File: src/rtl/add_result_stage.sv
// Registered capture stage behind the yAdder: 2-entry FIFO with per-entry status flags and a delivered-result counter.
// Optional signed-overflow flag storage is built only when ADD_OVF_FLAG_EN is defined.
module add_result_stage #(
    parameter int WIDTH = 32,
    parameter int CNT_W = 16
) (
    input  logic             clk,
    input  logic             rst_n,
    input  logic             in_valid,
    output logic             in_ready,
    input  logic [WIDTH-1:0] in_z,
    input  logic             in_cout,
    input  logic             in_a_msb,
    input  logic             in_b_msb,
    output logic             out_valid,
    input  logic             out_ready,
    output logic [WIDTH-1:0] out_z,
    output logic             out_cout,
    output logic             out_zero,
    output logic             out_neg,
    output logic             out_ovf,
    output logic [CNT_W-1:0] res_count
);
    typedef struct packed {
        logic [WIDTH-1:0] z;
        logic             cout;
        logic             zero;
        logic             neg;
    } entry_t;

    entry_t     mem [2];
    entry_t     wr_ent;
    logic       wptr, rptr;
    logic [1:0] occ;
    logic       push, pop;

    // in_ready is a function of registered occupancy only, so no in_valid->in_ready loop
    assign in_ready  = (occ != 2'd2);
    assign out_valid = (occ != 2'd0);
    assign push      = in_valid & in_ready;
    assign pop       = out_valid & out_ready;

    always_comb begin
        wr_ent      = '0;
        wr_ent.z    = in_z;
        wr_ent.cout = in_cout;
        wr_ent.zero = (in_z == '0);
        wr_ent.neg  = in_z[WIDTH-1];
    end

    always_ff @(posedge clk or negedge rst_n) begin
        if (!rst_n) begin
            mem[0]    <= '0;
            mem[1]    <= '0;
            wptr      <= 1'b0;
            rptr      <= 1'b0;
            occ       <= 2'd0;
            res_count <= '0;
        end else begin
            if (push) begin
                mem[wptr] <= wr_ent;
                wptr      <= ~wptr;
            end
            if (pop) begin
                rptr      <= ~rptr;
                res_count <= res_count + CNT_W'(1);
            end
            case ({push, pop})
                2'b10:   occ <= occ + 2'd1;
                2'b01:   occ <= occ - 2'd1;
                default: occ <= occ;
            endcase
        end
    end

    assign out_z    = mem[rptr].z;
    assign out_cout = mem[rptr].cout;
    assign out_zero = mem[rptr].zero;
    assign out_neg  = mem[rptr].neg;

`ifdef ADD_OVF_FLAG_EN
    logic [1:0] ovf_mem;

    always_ff @(posedge clk or negedge rst_n) begin
        if (!rst_n)
            ovf_mem <= 2'b00;
        else if (push)
            ovf_mem[wptr] <= (in_a_msb == in_b_msb) & (in_z[WIDTH-1] != in_a_msb);
    end

    assign out_ovf = ovf_mem[rptr];
`else
    logic unused_msb;

    assign unused_msb = in_a_msb ^ in_b_msb;
    assign out_ovf    = 1'b0;
`endif
endmodule

File: config.mk
export PLATFORM = sky130hd
export DESIGN_NAME = add_result_stage
export DESIGN_NICKNAME = d
export VERILOG_FILES = /design/src/rtl/add_result_stage.sv
export SDC_FILE = /design/constraint.sdc
export NUM_CORES = 1
export LEC_CHECK = 0
export ABC_AREA = 1
export CAP_MARGIN = 20
export CORE_MARGIN = 8
export CORE_UTILIZATION = 46
export DETAILED_ROUTE_END_ITERATION = 8
export PLACE_DENSITY = 0.81
export SLEW_MARGIN = 10
export SYNTH_ARGS = -nofsm -noshare
export SYNTH_HDL_FRONTEND = slang
export SYNTH_SLANG_ARGS = --single-unit
File: constraint.sdc
create_clock -name clk -period 4.22 [get_ports clk]
set_input_delay 0.633 -clock clk [delete_from_list [all_inputs] [get_ports clk]]
set_output_delay 0.633 -clock clk [all_outputs]
set_load 0.02 [all_outputs]
Word level (Yosys, flattened, before mapping) --
Cells that the tools add are included. W data, S select, Z words.
Operators by class: add/sub/neg operators 3, magnitude comparators 3, eq/ne operators 3, mux-type cells 7, bitwise gates (word level) 6, reduce and logical (&&, ||, !) cells 4
Operators by type and width (count):
- $mux W35 | 4
- $bwmux W70 | 1
- $demux W35 S1 | 1
- $logic_not A32 Y1 | 1
- $add A16 B1 Y16 const B | 1
- $ge A2 B2 Y1 const B | 2
- $not A1 Y2 | 2
- $pmux W2 S2 | 1
- $reduce_bool A2 Y1 | 2
- $add A2 B1 Y2 const B | 1
- $and A1 B1 Y1 | 2
- $eq A2 B1 Y1 const B | 1
- $eq A2 B2 Y1 const B | 1
- $lt A2 B1 Y1 const B | 1
- $ne A2 B2 Y1 const B | 1
- $not A1 Y1 | 2
- $sub A2 B1 Y2 const B | 1
- $logic_and A1 B1 Y1 | 1
Word-level totals: bits in registers 90, input port bits 39, output and inout bits 54, word-level logic and storage cells 38

Depth between registers and ports, before layout --
Gate-level depths: netlist of run 1.
word-level depth 6, gate-level depth with buffers 8

Worst setup path after synthesis of run 1 --
Ideal clock, no wire load.
kind register to output, from reg rptr, to out out_z[31], arrival time 1387 ps, required time 3587 ps, slack 2200 ps, cell stages (with the launch flop) 6, buffers on the path 3, cell sequence dfrtp_1 buf_2 clkbuf_1 nand2_1 o21ai_0 buf_4
On the way: cells in the longest elaborated chain, start to end 4
RTL lines:
- start, declared | line 33 | logic wptr, rptr;
- start signal, assigned | line 65 | rptr <= ~rptr;
- $not A1 Y2 (not written as such) | line 76 | assign out_z = mem[rptr].z;
- $mux W35 (3 in series)
- end, declared | line 17 | output logic [WIDTH-1:0] out_z,
No other way between the ends. The select of a mux whose other input is x is not followed.

Worst setup path in the final report of run 1 --
from reg rptr, to out out_neg
On the way: cells in the longest elaborated chain, start to end 4
RTL lines:
- $not A1 Y2 (not written as such) | line 79 | assign out_neg = mem[rptr].neg;
- $mux W35 (not written as such) | line 79
- $mux W35 (2 in series)
- end, declared | line 20 | output logic out_neg,
No other way between the ends. The select of a mux whose other input is x is not followed.

==> results_dict.tcl, run 1 <==
set metrics [dict create \
    synth_top_cells_by_area "sky130_fd_sc_hd__dfrtp_1 (52%), sky130_fd_sc_hd__nand2_1 (20%), sky130_fd_sc_hd__o21ai_0 (6.1%)" \
    ys_warn_count 0 \
    synth.top_cells.by_count "sky130_fd_sc_hd__nand2_1 (228), sky130_fd_sc_hd__dfrtp_1 (88), sky130_fd_sc_hd__inv_1 (53)" \
    rsz0062_at_grt "false" \
    tritoncts "built" \
    pin_count_of_the_biggest_net_entering_global_routing 69 \
    rows 35 \
    p_seq_frac 0.372 \
    clock_skew_ns 0.01317 \
    slew_of_the_pin_with_the_lowest_slew_margin_ns 1.061 \
    critical_path_data_arrival_time_ns 2.35 \
    maxCapViolCount 0 \
    drive_gt1_frac 0.07085 \
    clock_transition_time_at_the_flip_flop_clock_pins_of_the_worst_setup_and_hold_paths_ns 0.09 \
    cp.depth 3 \
    yosysMostFrequentCell "sky130_fd_sc_hd__nand2_1" \
    cts.repair_timing.setup_buffer_count 0 \
    grt_antenna_before_repair 0 \
    mean_instance_size_in_the_synthesized_netlist_um2 7.899 \
    worstSetupStartpointType "flip-flop" \
    slew-limit-headroom 0.2929 \
    drcViolationCount 0 \
    antenna_left 0 \
    via_count 3585 \
    synth_ff_type "sky130_fd_sc_hd__dfrtp_1" \
    async_flop_share 1.000 \
    yosysTopAreaCellShare 0.5192 \
    clk_root_buffer_cell "sky130_fd_sc_hd__clkbuf_8" \
    via_per_inst 4.898 \
    clock_insertion_delay_worst_skew_ns 0.35 \
    drt-initial-drc-count 166 \
    yosysTopAreaCell "sky130_fd_sc_hd__dfrtp_1" \
    fin_setup_tns_ns 0 \
    hold_slack_ns 0.3270 \
    first_global_vias 3729 \
    globalRoute.totalOverflow 0 \
    synth_cell_types 25 \
    detail_route.wl_per_cell_um 13.75 \
    portBuffers 89 \
    grt_first_pass_wirelength_mm 16.99 \
    maxClockFrequency_mhz 335.1 \
    combinationalPowerShare 0.466 \
    final_max_slew_viol_count 0 \
    grtUsageTotal 0.1636 \
    cts_inserted_buffers 9 \
    finalSetupViolations 0 \
    crit_path_max_fanout 68 \
    rr_worst_depth 6 \
    ys_seq_elements 88 \
    critical_path.endpoint_type "primary output" \
    report.final.hold_viol_count 0 \
    leakage_nw 2.571 \
    hp-class "input port to async pin" \
    clock_sink_count 88 \
    floorplan.initialDensity 0.4657 \
    nets 657 \
    synth_fp_nets 578 \
    areaGrowthSynthToFinish_pct 26.49 \
    drt_pre_antenna_iters 4 \
    cts_repair_resize_count 0 \
    gp_congestion 0.8714 \
    ctsLongestPathBuffers 2 \
    fin_crit_sh 0.7071 \
    synthesis.instances 537 \
    switching_power_mw 1.600 \
    coreArea_um2 9109 \
    postCtsHoldBufs 0 \
    outcome "finished, final reports clean" \
    max_ir_drop_vdd_uv 389.8 \
    slowest_stage "sky130_fd_sc_hd__dfrtp_2" \
    ioPinCount 93 \
    cellInternalPower_mw 2.318 \
    cpPeakStageDelay_ns 1.07 \
    clock_network_fraction_of_total_power 0.163 \
    crit_chain "nand2_1 > o21ai_0 > clkdlybuf4s50_1" \
    crit_type "flip-flop to primary output" \
    antennaDiodeCount 0 \
    cp_top_family "flip-flops" \
    fp.dieArea_um2 12550 \
    width_of_the_chip_um 112.0 \
    period_needed_ns 2.984 \
    worstPathRequired_ns 3.59 \
    htree_levels 3 \
    die_height_um 112.0 \
    synth_area_um2 4242 \
    synth-seq-area-share 0.5192 \
    edff_count_synth 0 \
    areal_power_density_over_the_cells_nw_per_um2 730.2 \
    path_buf_inv 1 \
    post-dp-hpwl_mm 6.812 \
    sw_frac_of_total 0.4084 \
    finalWirelength_mm 10.07 \
]
[cells by family (layout without fill, tap and decap cells)]
logic type,count (synthesis),in the layout,synth area share
XOR/XNOR,12,12,0.02478
AND/OR/NAND/NOR,287,287,0.2705
flip-flops,88,88,0.5192
AO/OA/AOI/OAI,69,69,0.09557
buffers and inverters,78,162,0.08318
other,1,1,0.0008841
adder cells (fa/ha/maj),2,2,0.005899
[state kept, by name (all words and copies together) (netlist names)]
name and count:
mem 68, occ 2, res_count 16, rptr 1, wptr 1
[per-stage QoR]
| stage | area [um2] | utilization | instances | power (mW) | setup WS, ns |
|---|---|---|---|---|---|
| after floorplan | 4242 | - | 537 | 2.572 | 2.200 |
| after global placement | 5139 | 0.5641 | 716 | 3.254 | 1.621 |
| after detailed placement | 5139 | 0.5641 | 716 | 3.318 | 1.593 |
| after CTS | 5365 | 0.5890 | 732 | 3.968 | 1.203 |
| after global routing | 5365 | 0.5890 | 732 | 4.203 | 1.039 |
| final | 5365 | 0.5890 | 732 | 3.918 | 1.236 |
[worst register-to-register path: stages, from the launching register on]
cell	delay (ns)
sky130_fd_sc_hd__dfrtp_1	0.43
sky130_fd_sc_hd__nor2_1	0.08
sky130_fd_sc_hd__nor2_2	0.41
sky130_fd_sc_hd__ha_1	0.36
sky130_fd_sc_hd__a21oi_1	0.11
sky130_fd_sc_hd__o21ai_0	0.12
sky130_fd_sc_hd__xor2_1	0.16
[routing by layer]
layer / track usage / share of wire / vias to the layer above
met5: 0 / 0 / -
met4: 0.06025 / 0.015 / 0
met3: 0.04294 / 0.056 / 19
met2: 0.2710 / 0.47 / 101
met1: 0.2015 / 0.46 / 1675
li1: - / - / 1790
[cells in the final DEF, fill, tap and decap left out, types with 7 or more instances in the layout]
cell type and n:
sky130_fd_sc_hd__nor2_1 39, sky130_fd_sc_hd__dfrtp_1 87, sky130_fd_sc_hd__nand2_1 228, sky130_fd_sc_hd__clkdlybuf4s50_1 88
sky130_fd_sc_hd__nand3_1 7, sky130_fd_sc_hd__o21ai_2 16, sky130_fd_sc_hd__clkbuf_8 13, sky130_fd_sc_hd__inv_1 53
sky130_fd_sc_hd__o21ai_0 52
[power groups by stage]
stage,clock [mW],combinational [mW],sequential [mW]
floorplan,0,1.19,1.38
global placement,0,1.80,1.46
detailed placement,0,1.84,1.47
CTS,0.654,1.85,1.46
global route,0.684,2.01,1.50
finish,0.638,1.82,1.46
[layout make-up]
type / instances / area [um2]
Clock buffer: 13 / 178.9
Clock inverter: 3 / 47.55
Fill cell: 814 / 3744
Inverter: 55 / 206.4
Multi-Input combinational cell: 371 / 1687
Sequential cell: 88 / 2203
Tap cell: 111 / 138.9
Timing Repair Buffer: 91 / 903.4
[path summary, 6_finish.rpt]
check	start	to	slack, ns
setup / recovery	rptr	out_neg	1.24
hold / removal	rst_n	mem[55]	0.33
setup reg to reg	occ[1]	occ[1]	2.44
hold reg to reg	mem[15]	mem[15]	0.48
max in group asynchronous	rst_n	mem[56]	2.97
min in group clk	mem[15]	mem[15]	0.48
Power figures use the tool's default switching activity.
==> inputs of run 2 (changes only) <==
==> constraint.sdc (replaced) <==
create_clock -name clk -period 2.9 [get_ports clk]
set_input_delay 0.435 -clock clk [delete_from_list [all_inputs] [get_ports clk]]
set_output_delay 0.435 -clock clk [all_outputs]
set_load 0.02 [all_outputs]
==> run 2 against run 1 <==
Against the previous run:
- total power up 49%
- clock-buffer cell count down 2
- largest cell class unchanged
- combinational power up 54%
- critical endpoint is now out_z[12]
- global-route usage up 0.21 points
==> results_dict.tcl, run 2 (synthesized netlist as in run 1, its figures left out) <==
set metrics [dict create \
    outcome "finished, final reports clean" \
    largest_reg_flops 68 \
    cts_inserted_buffers 9 \
    fp.dieArea_um2 12550 \
    cpPeakStageDelay_ns 0.65 \
    antenna_left 0 \
    drt_pre_antenna_iters 5 \
    ctsLongestPathBuffers 2 \
    crit_path_max_fanout 43 \
    timing.final.ws_setup_ns 0.3984 \
    areal_power_density_over_the_cells_nw_per_um2 1076 \
    rsz0062_at_grt "false" \
    portBuffers 89 \
    nets 660 \
    final_design_area_no_fill_um2 5435 \
    drt-initial-drc-count 136 \
    postCtsHoldBufs 0 \
    worstPathRequired_ns 2.47 \
    ioPinCount 93 \
    placedInstanceArea_um2 5199 \
    maxCapViolCount 0 \
    path_buf_inv 2 \
    via_per_inst 4.842 \
    final_max_slew_viol_count 0 \
    detail_route.wl_per_cell_um 13.74 \
    via_count 3559 \
    hp-class "input port to async pin" \
    sw_frac_of_total 0.4011 \
    grt_first_pass_wirelength_mm 17.39 \
    tritoncts "built" \
    finalWirelength_mm 10.10 \
    drcViolationCount 0 \
    clock_insertion_delay_worst_skew_ns 0.34 \
    worstSetupStartpointType "flip-flop" \
    hold_slack_ns 0.1501 \
    slew-limit-headroom 0.4964 \
    switching_power_mw 2.346 \
    htree_levels 3 \
    floorplan.initialDensity 0.4657 \
    antennaDiodeCount 0 \
    areaGrowthSynthToFinish_pct 28.14 \
    period_needed_ns 2.502 \
    critical_path_data_arrival_time_ns 2.07 \
    rows 35 \
    gp_congestion 0.8800 \
    post-dp-hpwl_mm 7.001 \
    fin_crit_sh 0.8626 \
    registers.top_by_ff_count "mem" \
    cts_repair_resize_count 0 \
    clock_transition_time_at_the_flip_flop_clock_pins_of_the_worst_setup_and_hold_paths_ns 0.09 \
    slowest_stage "sky130_fd_sc_hd__dfrtp_2" \
    grt_antenna_before_repair 0 \
    grtUsageTotal 0.1657 \
    p_seq_frac 0.350 \
    clk_root_buffer_cell "sky130_fd_sc_hd__clkbuf_8" \
    cts.repair_timing.setup_buffer_count 0 \
    crit_type "flip-flop to primary output" \
    fin_setup_tns_ns 0 \
    crit_chain "buf_12 > nand2_1 > o21ai_0 > clkdlybuf4s50_1" \
    combinationalPowerShare 0.478 \
    report.final.hold_viol_count 0 \
    drive_gt1_frac 0.07212 \
    finalSetupViolations 0 \
    clock_network_fraction_of_total_power 0.171 \
    cp_top_family "buffers and inverters" \
    mostFrequentLayoutCell "sky130_fd_sc_hd__nand2_1" \
    layout_common_cells "sky130_fd_sc_hd__nand2_1 (228), sky130_fd_sc_hd__clkdlybuf4s50_1 (88), sky130_fd_sc_hd__dfrtp_1 (87)" \
    pin_count_of_the_biggest_net_entering_global_routing 58 \
    reg.largest.list "mem: 68 flops, res_count: 16 flops, occ: 2 flops" \
    maxClockFrequency_mhz 399.7 \
    clock_sink_count 88 \
    die_height_um 112.0 \
    critical_path.endpoint_type "primary output" \
    width_of_the_chip_um 112.0 \
    leakage_nw 2.592 \
    first_global_vias 3715 \
    coreArea_um2 9109 \
    slew_of_the_pin_with_the_lowest_slew_margin_ns 0.7554 \
    max_ir_drop_vdd_uv 585.1 \
    cellInternalPower_mw 3.502 \
    post-place-ws_ns 0.7526 \
    clock_skew_ns 0.008718 \
    globalRoute.totalOverflow 0 \
]
[run 2: cell types whose count changed in the layout (fill, tap and decap cells not counted)]
cell / change
sky130_fd_sc_hd__clkbuf_8: -4
sky130_fd_sc_hd__buf_12: +3
sky130_fd_sc_hd__bufinv_16: +2
sky130_fd_sc_hd__clkbuf_1: +2
sky130_fd_sc_hd__clkinv_4: -2
sky130_fd_sc_hd__clkinvlp_4: +2
[run 2: power groups by stage]
stage / registers [mW] / logic [mW] / clock network (mW)
final: 2.05 / 2.80 / 1.00
after global routing: 2.12 / 3.07 / 1.09
after CTS: 2.05 / 2.84 / 1.03
after detailed placement: 2.07 / 2.82 / 0
after global placement: 2.05 / 2.75 / 0
after floorplan: 2.01 / 1.74 / 0
[run 2: worst register-to-register path: cells and delay by family (launching register included)]
family | cells | cell delay [ns]
compound gates | 2 | 0.31
xor+xnor | 1 | 0.17
fa+ha+maj | 1 | 0.31
buf+inv | 1 | 0.18
flops | 1 | 0.45
simple gates | 2 | 0.18
[run 2: worst paths after layout]
kind | to | start | slack, ns | cells past startpoint
min | mem[54] | rst_n | 0.15 | 1
min in group clk | mem[13] | mem[13] | 0.48 | 2
max | out_z[12] | rptr | 0.40 | 4
min reg2reg | mem[13] | mem[13] | 0.48 | 2
max reg2reg | occ[1] | occ[0] | 1.19 | 7
max in group asynchronous | mem[63] | rst_n | 2.08 | 2
[run 2: through the flow]
step | util | std cells | power, mW
finish | 0.5967 | 735 | 5.847
floorplan | - | 537 | 3.743
detailed placement | 0.5707 | 719 | 4.895
global placement | 0.5707 | 719 | 4.794
global route | 0.5967 | 735 | 6.278
CTS | 0.5967 | 735 | 5.917
[run 2: metal layers]
metal	wire, um	vias up	share of wire	global-route usage
met5	0	-	0	0
met2	4783	81	0.47	0.2750
met4	57	0	0.0056	0.03687
met1	4712	1671	0.47	0.2100
met3	542	6	0.054	0.04777
li1	-	1801	-	-
[run 2: area by class of cell]
type / instances / area [um2]
Sequential cell: 88 / 2203
Inverter: 55 / 206.4
Fill cell: 820 / 3674
Clock buffer: 11 / 131.4
Timing Repair Buffer: 94 / 963.4
Tap cell: 111 / 138.9
Multi-Input combinational cell: 371 / 1687
Clock inverter: 5 / 105.1
==> inputs of run 3 (changes only) <==
--- a/config.mk
+++ b/config.mk
@@ -11,7 +11,6 @@
 export CORE_UTILIZATION = 46
 export DETAILED_ROUTE_END_ITERATION = 8
 export PLACE_DENSITY = 0.81
-export SLEW_MARGIN = 10
 export SYNTH_ARGS = -nofsm -noshare
 export SYNTH_HDL_FRONTEND = slang
 export SYNTH_SLANG_ARGS = --single-unit
==> results of run 3 <==
Same layout as run 2: the final DEF is identical, and so are final timing and power.
